===== src/rtl/spi_resp_slave.sv =====
// spi_resp_slave: system-clocked SPI mode-0 slave with a 12-bit full-duplex frame.
// MOSI is deserialised into rx_data and a preloaded word is shifted out on MISO,
// both LSB-first. sclk/cs/mosi are asynchronous and are synchronised internally.
//
// state   | meaning
// --------+--------------------------------------------------------------
// IDLE    | cs high, miso driven 0, waiting for cs to fall
// SHIFT   | frame in progress, sampling mosi on sclk rise, driving miso on fall
// WAIT_CS | all bits received, extra sclk edges ignored until cs rises
module spi_resp_slave #(
  parameter int WIDTH       = 12,
  parameter int SYNC_STAGES = 2
) (
  input  logic             clk,
  input  logic             rst,
  input  logic             sclk,
  input  logic             cs,
  input  logic             mosi,
  output logic             miso,
  input  logic [WIDTH-1:0] tx_data,
  input  logic             tx_valid,
  output logic             tx_ready,
  output logic [WIDTH-1:0] rx_data,
  output logic             rx_valid,
  output logic             frame_err,
  output logic             underrun
);

  localparam int             CNT_W   = $clog2(WIDTH + 1);
  localparam logic [CNT_W-1:0] CNT_MAX = CNT_W'(WIDTH);

  typedef enum logic [1:0] {
    IDLE    = 2'd0,
    SHIFT   = 2'd1,
    WAIT_CS = 2'd2
  } state_t;

  // Reset synchroniser: assertion is immediate, release follows clk.
  logic [1:0] rst_sync_q, rst_sync_d;
  logic       rst_n_int;

  always_comb rst_sync_d = {rst_sync_q[0], 1'b1};

  // Reset synchroniser register.
  always_ff @(posedge clk or negedge rst) begin
    if (!rst) rst_sync_q <= 2'b00;
    else      rst_sync_q <= rst_sync_d;
  end

  assign rst_n_int = rst_sync_q[1];

  // Input synchroniser chains and previous-value registers for edge detection.
  logic [SYNC_STAGES-1:0] sclk_sync_q, sclk_sync_d;
  logic [SYNC_STAGES-1:0] cs_sync_q, cs_sync_d;
  logic [SYNC_STAGES-1:0] mosi_sync_q, mosi_sync_d;
  logic                   sclk_prev_q, sclk_prev_d;
  logic                   cs_prev_q, cs_prev_d;
  logic                   sclk_s, cs_s, mosi_s;
  logic                   sclk_rise, sclk_fall, cs_rise, cs_fall;

  assign sclk_s = sclk_sync_q[SYNC_STAGES-1];
  assign cs_s   = cs_sync_q[SYNC_STAGES-1];
  assign mosi_s = mosi_sync_q[SYNC_STAGES-1];

  // Next values of the synchroniser chains.
  always_comb begin
    sclk_sync_d = {sclk_sync_q[SYNC_STAGES-2:0], sclk};
    cs_sync_d   = {cs_sync_q[SYNC_STAGES-2:0], cs};
    mosi_sync_d = {mosi_sync_q[SYNC_STAGES-2:0], mosi};
    sclk_prev_d = sclk_s;
    cs_prev_d   = cs_s;
  end

  // Synchroniser registers reset to idle bus levels so no false edge fires.
  always_ff @(posedge clk or negedge rst_n_int) begin
    if (!rst_n_int) begin
      sclk_sync_q <= '0;
      cs_sync_q   <= '1;
      mosi_sync_q <= '0;
      sclk_prev_q <= 1'b0;
      cs_prev_q   <= 1'b1;
    end else begin
      sclk_sync_q <= sclk_sync_d;
      cs_sync_q   <= cs_sync_d;
      mosi_sync_q <= mosi_sync_d;
      sclk_prev_q <= sclk_prev_d;
      cs_prev_q   <= cs_prev_d;
    end
  end

  assign sclk_rise = sclk_s & ~sclk_prev_q;
  assign sclk_fall = ~sclk_s & sclk_prev_q;
  assign cs_rise   = cs_s & ~cs_prev_q;
  assign cs_fall   = ~cs_s & cs_prev_q;

  // Frame state and datapath registers.
  state_t            state_q, state_d;
  logic [CNT_W-1:0]  bit_cnt_q, bit_cnt_d;
  logic [WIDTH-1:0]  tx_shift_q, tx_shift_d;
  logic [WIDTH-1:0]  rx_shift_q, rx_shift_d;
  logic [WIDTH-1:0]  rx_data_q, rx_data_d;
  logic [WIDTH-1:0]  hold_q, hold_d;
  logic [WIDTH-1:0]  tx_sel;
  logic              hold_full_q, hold_full_d;
  logic              miso_q, miso_d;
  logic              rx_valid_q, rx_valid_d;
  logic              frame_err_q, frame_err_d;
  logic              underrun_q, underrun_d;
  logic              consume, load;

  // Frame FSM: next state, shift registers, miso and status pulses.
  always_comb begin
    state_d     = state_q;
    bit_cnt_d   = bit_cnt_q;
    tx_shift_d  = tx_shift_q;
    rx_shift_d  = rx_shift_q;
    rx_data_d   = rx_data_q;
    miso_d      = miso_q;
    rx_valid_d  = 1'b0;
    frame_err_d = 1'b0;
    underrun_d  = 1'b0;
    consume     = 1'b0;
    tx_sel      = tx_shift_q >> bit_cnt_q;

    case (state_q)
      IDLE: begin
        miso_d = 1'b0;
        // cs_fall wins over any coincident sclk edge simply by not looking at sclk here.
        if (cs_fall) begin
          consume    = hold_full_q;
          tx_shift_d = hold_full_q ? hold_q : '0;
          underrun_d = ~hold_full_q;
          miso_d     = hold_full_q & hold_q[0];
          bit_cnt_d  = '0;
          state_d    = SHIFT;
        end
      end
      SHIFT: begin
        if (bit_cnt_q == CNT_MAX) begin
          // Last bit was shifted in on the previous cycle; publish the word.
          rx_data_d  = rx_shift_q;
          rx_valid_d = 1'b1;
          if (cs_rise) begin
            miso_d  = 1'b0;
            state_d = IDLE;
          end else begin
            state_d = WAIT_CS;
          end
        end else if (cs_rise) begin
          frame_err_d = 1'b1;
          miso_d      = 1'b0;
          state_d     = IDLE;
        end else if (sclk_rise) begin
          rx_shift_d = {mosi_s, rx_shift_q[WIDTH-1:1]};
          bit_cnt_d  = bit_cnt_q + CNT_W'(1);
        end else if (sclk_fall && (bit_cnt_q != '0)) begin
          miso_d = tx_sel[0];
        end
      end
      WAIT_CS: begin
        if (cs_rise) begin
          miso_d  = 1'b0;
          state_d = IDLE;
        end
      end
      default: begin
        miso_d  = 1'b0;
        state_d = IDLE;
      end
    endcase
  end

  // One-entry transmit holding register; a consume frees it, a load fills it.
  always_comb begin
    hold_d      = hold_q;
    hold_full_d = hold_full_q;
    load        = tx_valid & ~hold_full_q;
    if (consume) hold_full_d = 1'b0;
    if (load) begin
      hold_d      = tx_data;
      hold_full_d = 1'b1;
    end
  end

  // State and datapath registers.
  always_ff @(posedge clk or negedge rst_n_int) begin
    if (!rst_n_int) begin
      state_q     <= IDLE;
      bit_cnt_q   <= '0;
      tx_shift_q  <= '0;
      rx_shift_q  <= '0;
      rx_data_q   <= '0;
      hold_q      <= '0;
      hold_full_q <= 1'b0;
      miso_q      <= 1'b0;
      rx_valid_q  <= 1'b0;
      frame_err_q <= 1'b0;
      underrun_q  <= 1'b0;
    end else begin
      state_q     <= state_d;
      bit_cnt_q   <= bit_cnt_d;
      tx_shift_q  <= tx_shift_d;
      rx_shift_q  <= rx_shift_d;
      rx_data_q   <= rx_data_d;
      hold_q      <= hold_d;
      hold_full_q <= hold_full_d;
      miso_q      <= miso_d;
      rx_valid_q  <= rx_valid_d;
      frame_err_q <= frame_err_d;
      underrun_q  <= underrun_d;
    end
  end

  assign miso      = miso_q;
  assign tx_ready  = ~hold_full_q;
  assign rx_data   = rx_data_q;
  assign rx_valid  = rx_valid_q;
  assign frame_err = frame_err_q;
  assign underrun  = underrun_q;

endmodule


===== config.mk =====
export PLATFORM = sky130hd
export DESIGN_NAME = spi_resp_slave
export DESIGN_NICKNAME = d
export VERILOG_FILES = /design/src/rtl/spi_resp_slave.sv
export SDC_FILE = /design/constraint.sdc
export NUM_CORES = 1
export LEC_CHECK = 0
export CAP_MARGIN = 10
export CELL_PAD_IN_SITES_DETAIL_PLACEMENT = 0
export CELL_PAD_IN_SITES_GLOBAL_PLACEMENT = 2
export CORE_UTILIZATION = 42
export CTS_BUF_LIST = sky130_fd_sc_hd__clkbuf_4
export CTS_CLUSTER_DIAMETER = 120
export DETAILED_ROUTE_END_ITERATION = 10
export PLACE_DENSITY = 0.95
export SETUP_SLACK_MARGIN = 0.15
export SYNTH_ARGS = -nofsm -noshare
export SYNTH_HDL_FRONTEND = slang
export SYNTH_SLANG_ARGS = --single-unit

===== constraint.sdc =====
create_clock -name clk -period 3.1 [get_ports clk]
set_input_delay 0.465 -clock clk [delete_from_list [all_inputs] [get_ports clk]]
set_output_delay 0.465 -clock clk [all_outputs]
set_load 0.02 [all_outputs]

==> results.toml <==
[die]
die_w_um = 82.37
die-area_um2 = 6784
core_area_um2 = 6061
pin_count = 35
core.rowCount = 28
die_y_um = 82.37
start_util_pct = 44.76

[synth]
yosysWarnings = 0
yosys-mux-area-fraction_pct = 17.85
synth_simple_gate_area_share_pct = 11.39
netlist-cell-type-count = 33
synthXorXnorAreaFrac_pct = 0
synthAdderAreaFrac_pct = 0.9225
synth_fp_nets = 226
avgSynthCellArea_um2 = 13.17
ys_seq_area_share_pct = 63.79
synth_top_family_by_area = "multiplexers"
postSynthCellCount = 206
synth-compound-area-share_pct = 3.552
ys_seq_elements = 69
synth_area_um2 = 2713

[routing]
postRouteAntennaNets = 0
vias = 1645
wirelength_um = 4411
viasPerCell = 5.000
dr.first_iter.drc_count = 55
wl_per_cell_um = 13.41
dr.pass1.iters = 4
drc = 0

[critical_path]
crit_cells = 2
crit_arrival_ns = 1.67
crit_slowest_cell = "clkdlybuf4s50_1"
crit_path_cell_trace = "inv_1, clkdlybuf4s50_1"
rr_worst_depth = 6
start_kind = "flip-flop"
path_delay_family = "buffers and inverters"
setup.worst_path.class = "reg2out"
path_buf_inv = 2
end_kind = "output pin"
cp_max_fo = 16
cp_data_required_time_ns = 2.63
cp_slowest_stage_delay_ns = 0.60

[sta]
final_max_slew_viol_count = 0
fmax_mhz = 468.8
timing.final.crit_share_pct = 68.81
tightest_slew_ns = 0.6538
finalSetupViolations = 0
hold_violations = 0
setup_tns_ns = 0
period_needed_ns = 2.133
hold_ws_ns = 0.2237
max_slew_margin_pct = 56.42
rsz0062_at_grt = "false"
final.setup_skew_ns = 0.005907
fin_ws_ns = 0.9669

[hold_path]
holdCritPathClass = "in2async"

[outcome]
status = "complete, no violations"

[clock_network]
cts_setup_buffers = 0
h-tree-depth = 3
tritoncts = "built"
cts-root-buf = "clkbuf_4"
numCtsBuffers = 9
cts_sinks = 69
clk_latency_ns = 0.39
path_clk_slew_ns = 0.10
postCtsHoldBufs = 0
clk_path_buf_depth = 2
cts.repair.resized = 0

[final_layout]
diodes = 0
area_growth_pct = 22.05
final_common_cell = "dfrtp_1"
final_area_um2 = 3311
drive_gt1_share_pct = 24.41
nNetsFinal = 270
nFillCells = 537
mostFrequentLayoutCells = "dfrtp_1 (65), clkdlybuf4s50_1 (34), mux2_2 (33)"
stdcell_count = 329

[global_route]
grtUsageTotal_pct = 15.80
first_global_vias = 1626
overflow = 0
grt_pass1_wl_um = 7700
antenna_found_initial = 0
grt_max_degree = 53

[placement]
place.gp.congestion = 0.7749
place_area_um2 = 3156
portBuffers = 34
pre_cts_ws_ns = 1.046
dp_cells = 313
post-dp-hpwl_um = 2988

[power]
power.leakage_uw = 0.001533
irDropWorstVdd_uv = 475.4
powerDensity_nw_per_um2 = 683.6

[job]
drv_cap = 0
==> state kept, by name, indices dropped and copies added, names as in the netlist, 2 cells and up <==
register     flops
hold_q          12
rx_data         12
rx_shift_q      12
tx_shift_q      12
bit_cnt_q        4
cs_sync_q        2
mosi_sync_q      2
rst_sync_q       2
sclk_sync_q      2
state_q          2
==> worst paths after layout <==
check | start | to | slack [ns]
min in group clk | sclk_sync_q[0]$_DFF_PN0_ | sclk_sync_q[1]$_DFF_PN0_ | 0.36
max reg2reg | bit_cnt_q[1]$_DFFE_PN0P_ | rx_shift_q[2]$_DFFE_PN0P_ | 1.03
min | rst | rst_sync_q[0]$_DFF_PN0_ | 0.22
max | hold_full_q$_DFFE_PN0P_ | tx_ready | 0.97
max in group asynchronous | rst_sync_q[1]$_DFF_PN0_ | cs_prev_q$_DFF_PN1_ | 1.98
min reg2reg | rst_sync_q[1]$_DFF_PN0_ | mosi_sync_q[0]$_DFF_PN0_ | 0.30
==> kinds of logic (layout without fill, tap and decap cells) <==
| logic type | after synthesis | after routing |
|---|---|---|
| other cells | 1 | 1 |
| buf+inv | 15 | 63 |
| mux | 40 | 40 |
| simple gates | 64 | 64 |
| fa+ha+maj | 2 | 2 |
| flops | 69 | 69 |
| compound gates | 15 | 15 |
==> where the power goes <==
group | internal (uW) | leakage, uW | switching, uW
Clock | 265 | 0.0000725 | 282
Sequential | 1110 | 0.000882 | 169
Combinational | 258 | 0.000579 | 175
Total | 1640 | 0.00153 | 626
==> metal layers <==
metal  vias up  track usage [%]  share of wire [%]
met2        26            22.89                 47
met5         -                0                  0
li1        797                -                  -
met4         0            6.316                1.4
met1       817            21.41                 48
met3         5            5.934                3.4
==> worst reg2reg max path, cell delays in order (launching register included) <==
cell and delay (ns):
dfrtp_1 0.49, inv_1 0.08, ha_1 0.23, nand3_1 0.12, nand4_1 0.41, buf_4 0.35
mux2_2 0.28
==> stage by stage <==
step           util, %  power (uW)
3_5_place_dp     52.06        1737
3_3_place_gp     52.06        1723
2_1_floorplan        -        1583
6_report         54.62        2263
4_1_cts          54.17        2292
5_1_grt          54.62        2409
==> final cells by class <==
| type | count | area [um2] | share of cell area (%) |
|---|---|---|---|
| clock buffers | 12 | 90.09 | 2.721 |
| clock inverters | 3 | 37.54 | 1.134 |
| inverters | 7 | 26.28 | 0.7936 |
| multi-input cells | 122 | 918.4 | 27.74 |
| flip-flops and latches | 69 | 1732 | 52.31 |
| well taps | 75 | 93.84 | 2.834 |
| repair buffers | 41 | 412.9 | 12.47 |
==> Yosys cell counts (all sizes together) <==
cell type	count	area, um2
a21o	1	7.510
nor2	3	11.26
nand4	1	6.260
a21oi	4	20.02
o22ai	1	6.260
nor3	1	5.000
nor2b	4	25.02
or3	3	18.77
buf	4	22.52
and3	1	6.260
a211oi	1	12.51
and2	1	6.260
ha	2	25.02
dfrtp	66	1652
dfstp	3	78.83
or2	1	6.260
mux2	37	416.7
nor3b	1	7.510
nand3	15	75.07
o21a	1	7.510
o21ai	5	25.02
a32oi	1	8.760
nand2	27	101.4
clkbuf	4	15.01
o32ai	1	8.760
or2b	1	7.510
inv	7	26.28
and2b	1	7.510
mux4	3	67.56
nand2b	4	25.02
conb	1	3.750
No activity file was read; power rests on OpenSTA's default activity.
